<file path="src/rtl/spi_flash_rd_arb.sv">
// Two-requester round-robin SPI flash byte reader (mode 0, READ 0x03).
// Define SPI_FAST_READ_EN to issue FAST_READ 0x0B with 8 dummy clocks instead.
module spi_flash_rd_arb #(
  parameter int unsigned CLK_DIV = 2,
  parameter int unsigned CS_IDLE = 4
) (
  input  logic        clk,
  input  logic        rst,
  input  logic        req0,
  input  logic [23:0] addr0,
  output logic        done0,
  input  logic        req1,
  input  logic [23:0] addr1,
  output logic        done1,
  output logic [7:0]  rdata,
  output logic        busy,
  output logic        spi_csb,
  output logic        spi_sck,
  output logic        spi_mosi,
  input  logic        spi_miso
);

  localparam int unsigned DIV_W  = (CLK_DIV > 1) ? $clog2(CLK_DIV) : 1;
  localparam int unsigned IDLE_W = $clog2(CS_IDLE + 1);
`ifdef SPI_FAST_READ_EN
  localparam logic [7:0]  CMD   = 8'h0B;
  localparam int unsigned NBITS = 48;
`else
  localparam logic [7:0]  CMD   = 8'h03;
  localparam int unsigned NBITS = 40;
`endif
  localparam logic [DIV_W-1:0]  DIV_LAST  = DIV_W'(CLK_DIV - 1);
  localparam logic [5:0]        BIT_LAST  = 6'(NBITS);
  localparam logic [IDLE_W-1:0] IDLE_LOAD = IDLE_W'(CS_IDLE);

  typedef enum logic [2:0] {
    S_IDLE,
    S_GRANT,
    S_SHIFT,
    S_CS_HOLD,
    S_DONE
  } state_t;

  state_t             state;
  logic [31:0]        sr;
  logic [7:0]         rx;
  logic [DIV_W-1:0]   div_cnt;
  logic [5:0]         bit_cnt;
  logic [IDLE_W-1:0]  idle_cnt;
  logic               last_grant;
  logic               gid;
  logic               win_c;

  // Round-robin: a lone requester wins; on contention the one not served last.
  assign win_c = (req0 && req1) ? ~last_grant : req1;

  always_ff @(posedge clk or posedge rst) begin
    if (rst) begin
      state      <= S_IDLE;
      sr         <= '0;
      rx         <= '0;
      div_cnt    <= '0;
      bit_cnt    <= '0;
      idle_cnt   <= '0;
      last_grant <= 1'b1;
      gid        <= 1'b0;
      done0      <= 1'b0;
      done1      <= 1'b0;
      rdata      <= '0;
      busy       <= 1'b0;
      spi_csb    <= 1'b1;
      spi_sck    <= 1'b0;
      spi_mosi   <= 1'b0;
    end else begin
      done0 <= 1'b0;
      done1 <= 1'b0;
      if (idle_cnt != '0) idle_cnt <= idle_cnt - IDLE_W'(1);

      unique case (state)
        S_IDLE: begin
          if (idle_cnt == '0 && (req0 || req1)) begin
            gid        <= win_c;
            last_grant <= win_c;
            sr         <= {CMD, win_c ? addr1 : addr0};
            busy       <= 1'b1;
            state      <= S_GRANT;
          end
        end

        S_GRANT: begin
          spi_csb  <= 1'b0;
          spi_mosi <= sr[31];
          div_cnt  <= '0;
          bit_cnt  <= '0;
          state    <= S_SHIFT;
        end

        // Low half first; sample MISO on rise, advance MOSI on fall.
        S_SHIFT: begin
          if (div_cnt == DIV_LAST) begin
            div_cnt <= '0;
            if (!spi_sck) begin
              spi_sck <= 1'b1;
              rx      <= {rx[6:0], spi_miso};
              bit_cnt <= bit_cnt + 6'd1;
            end else begin
              spi_sck <= 1'b0;
              if (bit_cnt == BIT_LAST) begin
                spi_mosi <= 1'b0;
                state    <= S_CS_HOLD;
              end else begin
                spi_mosi <= sr[30];
                sr       <= {sr[30:0], 1'b0};
              end
            end
          end else begin
            div_cnt <= div_cnt + DIV_W'(1);
          end
        end

        S_CS_HOLD: begin
          if (div_cnt == DIV_LAST) begin
            div_cnt  <= '0;
            spi_csb  <= 1'b1;
            idle_cnt <= IDLE_LOAD;
            rdata    <= rx;
            done0    <= ~gid;
            done1    <= gid;
            state    <= S_DONE;
          end else begin
            div_cnt <= div_cnt + DIV_W'(1);
          end
        end

        S_DONE: begin
          busy  <= 1'b0;
          state <= S_IDLE;
        end

        default: state <= S_IDLE;
      endcase
    end
  end

endmodule

</file>
<file path="config.mk">
export PLATFORM = sky130hd
export DESIGN_NAME = spi_flash_rd_arb
export DESIGN_NICKNAME = d
export VERILOG_FILES = /design/src/rtl/spi_flash_rd_arb.sv
export SDC_FILE = /design/constraint.sdc
export NUM_CORES = 1
export LEC_CHECK = 0
export BUFFER_PORTS_ARGS = -buffer_cell sky130_fd_sc_hd__buf_4
export CAP_MARGIN = 20
export CORE_ASPECT_RATIO = 0.9
export CORE_MARGIN = 2
export CORE_UTILIZATION = 55
export DETAILED_ROUTE_END_ITERATION = 10
export MAX_ROUTING_LAYER = met4
export PLACE_DENSITY = 0.8
export SKIP_LAST_GASP = 1
export SLEW_MARGIN = 20
export SYNTH_ARGS = -nofsm -noshare
export SYNTH_HDL_FRONTEND = slang
export SYNTH_SLANG_ARGS = --single-unit
</file>
<file path="constraint.sdc">
create_clock -name clk -period 2.1 [get_ports clk]
set_input_delay 0.105 -clock clk [delete_from_list [all_inputs] [get_ports clk]]
set_output_delay 0.105 -clock clk [all_outputs]
set_load 0.1 [all_outputs]
</file>
==> metrics <==
Layout Area Growth over Synthesis=24.7%; DR vias=~2500; Worst EP arrival=2.19 ns; Lkg Pwr=0.00219 uW; gate count of the mapped netlist=between 300 and 400; largest stage delay on the critical path=0.40 ns; vias in the first global route=2517; initial antenna violation count=0; global-route wire length before repair=between 10000 and 15000 microns; Clock Sinks=69; Max Freq=approximately 0.5 GHz; RePlAce Congestion=0.832; Congestion Overflow GR=0; max-cap violations=0; critical path's most frequent cell=ha_1; Slew @ Worst Pin=between 0.7 and 0.8 ns; Slew HR=0.527; Post-CTS Setup Bufs=0; maximum clock path buffer count=2; Residual DRC=0; ANT cells=0; DRT iter0 DRCs=roughly 140; flops & latches, synth=slightly below 70; DRT Pass-1 Iters=4; Clock Latency Late Sink=roughly 0.35 ns; Post-Syn Nets=~380; clk root buf=clkbuf_8; Worst-path clk slew=around 0.070 ns; Startpoint Class=register; Hold Slack=approximately 0.14 ns; Fin Clk Skew=0.0106 ns; die area=approximately 0.0068 sq mm; Die Ht=approximately 80 microns; largest net degree at the start of global routing=33; Warnings, synthesis=0; RSZ-0062 raised after global routing=no; Crit. End Element=register; CTS tree=yes; largest cells by area after synthesis=dfrtp_1 (49%), mux2_1 (8.0%), nand2_1 (6.8%); routed vias/inst=5.47; critical path buffer and inverter count=2; DP HPWL=~4600 microns; R2R Setup Slk=around 0.14 ns; Pwr per Cell Area=between 600 and 700 mW/mm^2; fraction of registers with async set/reset=1.00; Die Wd=a little under 90 microns; Final Hold Fails=0; Crit path depth=8; Max IR drop VDD=0.000470 V; setup TNS=0 ns; area leader, netlist=dfrtp_1; crit path max fanout=32; Mapped Area=about 0.0034 sq mm; total wire length=6810 microns; Post-synth EDFFs=0; min-delay worst type=primary input to register; fin nets=approximately 450; CTS H-tree lvls=3; R2R depth=8; Post-Route Utilization=0.699; fraction of layout cells with a size suffix above 1=0.295; antenna viol nets, final=0; Buffers on Ports=66; Distinct cells, synth=44; fin crit period=about 2.0 ns; Crit path required time=approximately 2.3 ns; sequential fraction of the synthesis area=0.510; crit path max-delay cell type=dfrtp_1; leading cell type in the layout, fill and taps excluded=buf_4; post-DR wirelength/cell=between 10 and 15 microns; Ports=67; critical path, cell by cell=inv_1, ha_1, ha_1, o21ai_2, nor4_4, a31oi_4, buf_12, mux2_1; initial core utilization=0.561; critical path's top delay family=adder cells; TritonCTS buffer count=9; number of setup violations in the final report=0; WS Path Type=register to register; FP Rows=27; prevailing post-synth register cell=dfrtp_1; Core Box Area=roughly 0.0060 sq mm; Final Max Tran Viols=0; aggregate global-route resource usage=0.226; most frequent cells in the layout=buf_4 (73), dfrtp_1 (66), nand2_1 (61), a21oi_1 (27), mux2_1 (24); Synth top area share=0.494; Avg Cell Area, Syn=around 11 sq um; fin crit share=0.936; outcome=finished, final reports clean; Worst Hold Path Cells=4
==> state kept, by name, indices dropped and copies added (netlist names) <==
name and count:
sr 32, rdata 8, rx 8, bit_cnt 6
idle_cnt 3, state 3, busy 1, div_cnt 1
done0 1, done1 1, gid 1, last_grant 1
spi_csb 1, spi_mosi 1, spi_sck 1
==> worst paths after layout <==
check,from,endpoint
max,idle_cnt[0],sr[22]
min in group asynchronous,rst,rdata[6]
max in group asynchronous,rst,spi_csb
min reg2reg,gid,done0
min,addr1[11],sr[11]
max reg2reg,idle_cnt[0],sr[22]
==> timing repair <==
item,CTS,global route
hold buffers,2,0
endpoints found under the hold margin,26,0
endpoints found under the setup margin,0,28
resized for setup,0,2
==> where the power goes <==
part	leakage [uW]	switching, uW	internal [uW]	total [uW]
registers	0.000922	5.41	1340	1340
clock network	0.000112	503	698	1200
logic	0.00116	66.9	80.7	148
total	0.00219	576	2110	2690
==> synth_stat cells (all sizes together) (2+ instances only) <==
cell type / instances
xor2: 3
mux2: 37
xnor2: 2
or2: 2
nand2: 61
nand2b: 2
dfstp: 2
inv: 17
dfrtp: 67
and2: 2
and4bb: 2
nor2b: 2
and3: 2
clkbuf: 6
a2bb2oi: 23
mux2i: 6
ha: 5
nor2: 14
o21ai: 5
nor3: 3
o211ai: 2
buf: 12
a21oi: 27
==> metal layers <==
layer / vias to the layer above / share of wire / GRT usage
li1: 1235 / - / -
met1: 1256 / 0.48 / 0.315
met2: 44 / 0.47 / 0.334
met3: 10 / 0.034 / 0.0389
met4: 0 / 0.016 / 0.0859
met5: - / 0 / -
==> metrics by stage <==
step / instance area (sq um) / worst slack [ns] / std cells / total power (uW)
after floorplan: 3390 / 0.105 / 318 / 1420
after global placement: 3960 / 0.188 / 447 / 1510
after detailed placement: 3960 / 0.0495 / 447 / 1510
after CTS: 4210 / 0.0174 / 465 / 2720
after global routing: 4230 / 0.00775 / 465 / 2790
final: 4230 / 0.135 / 465 / 2690
==> worst min-delay path, cell delays in order <==
cell       delay, ns
buf_4           0.08
a21oi_1         0.05
a2bb2oi_1       0.10
mux2_1          0.12
==> cells by family after synthesis <==
| group | share of synthesized area |
|---|---|
| xor+xnor | 0.0129 |
| compound gates | 0.135 |
| buf+inv | 0.0513 |
| fa+ha+maj | 0.0185 |
| mux | 0.141 |
| simple gates | 0.132 |
| flops | 0.510 |
==> final cells by class <==
class	instances	area [sq um]
tap	72	90.1
clock buffer	10	138
sequential	69	1730
multi-input combinational	214	1510
clock inverter	6	86.3
timing repair buffer	77	608
inverter	17	63.8
fill	438	1820
No activity file was read; power rests on OpenSTA's default activity.
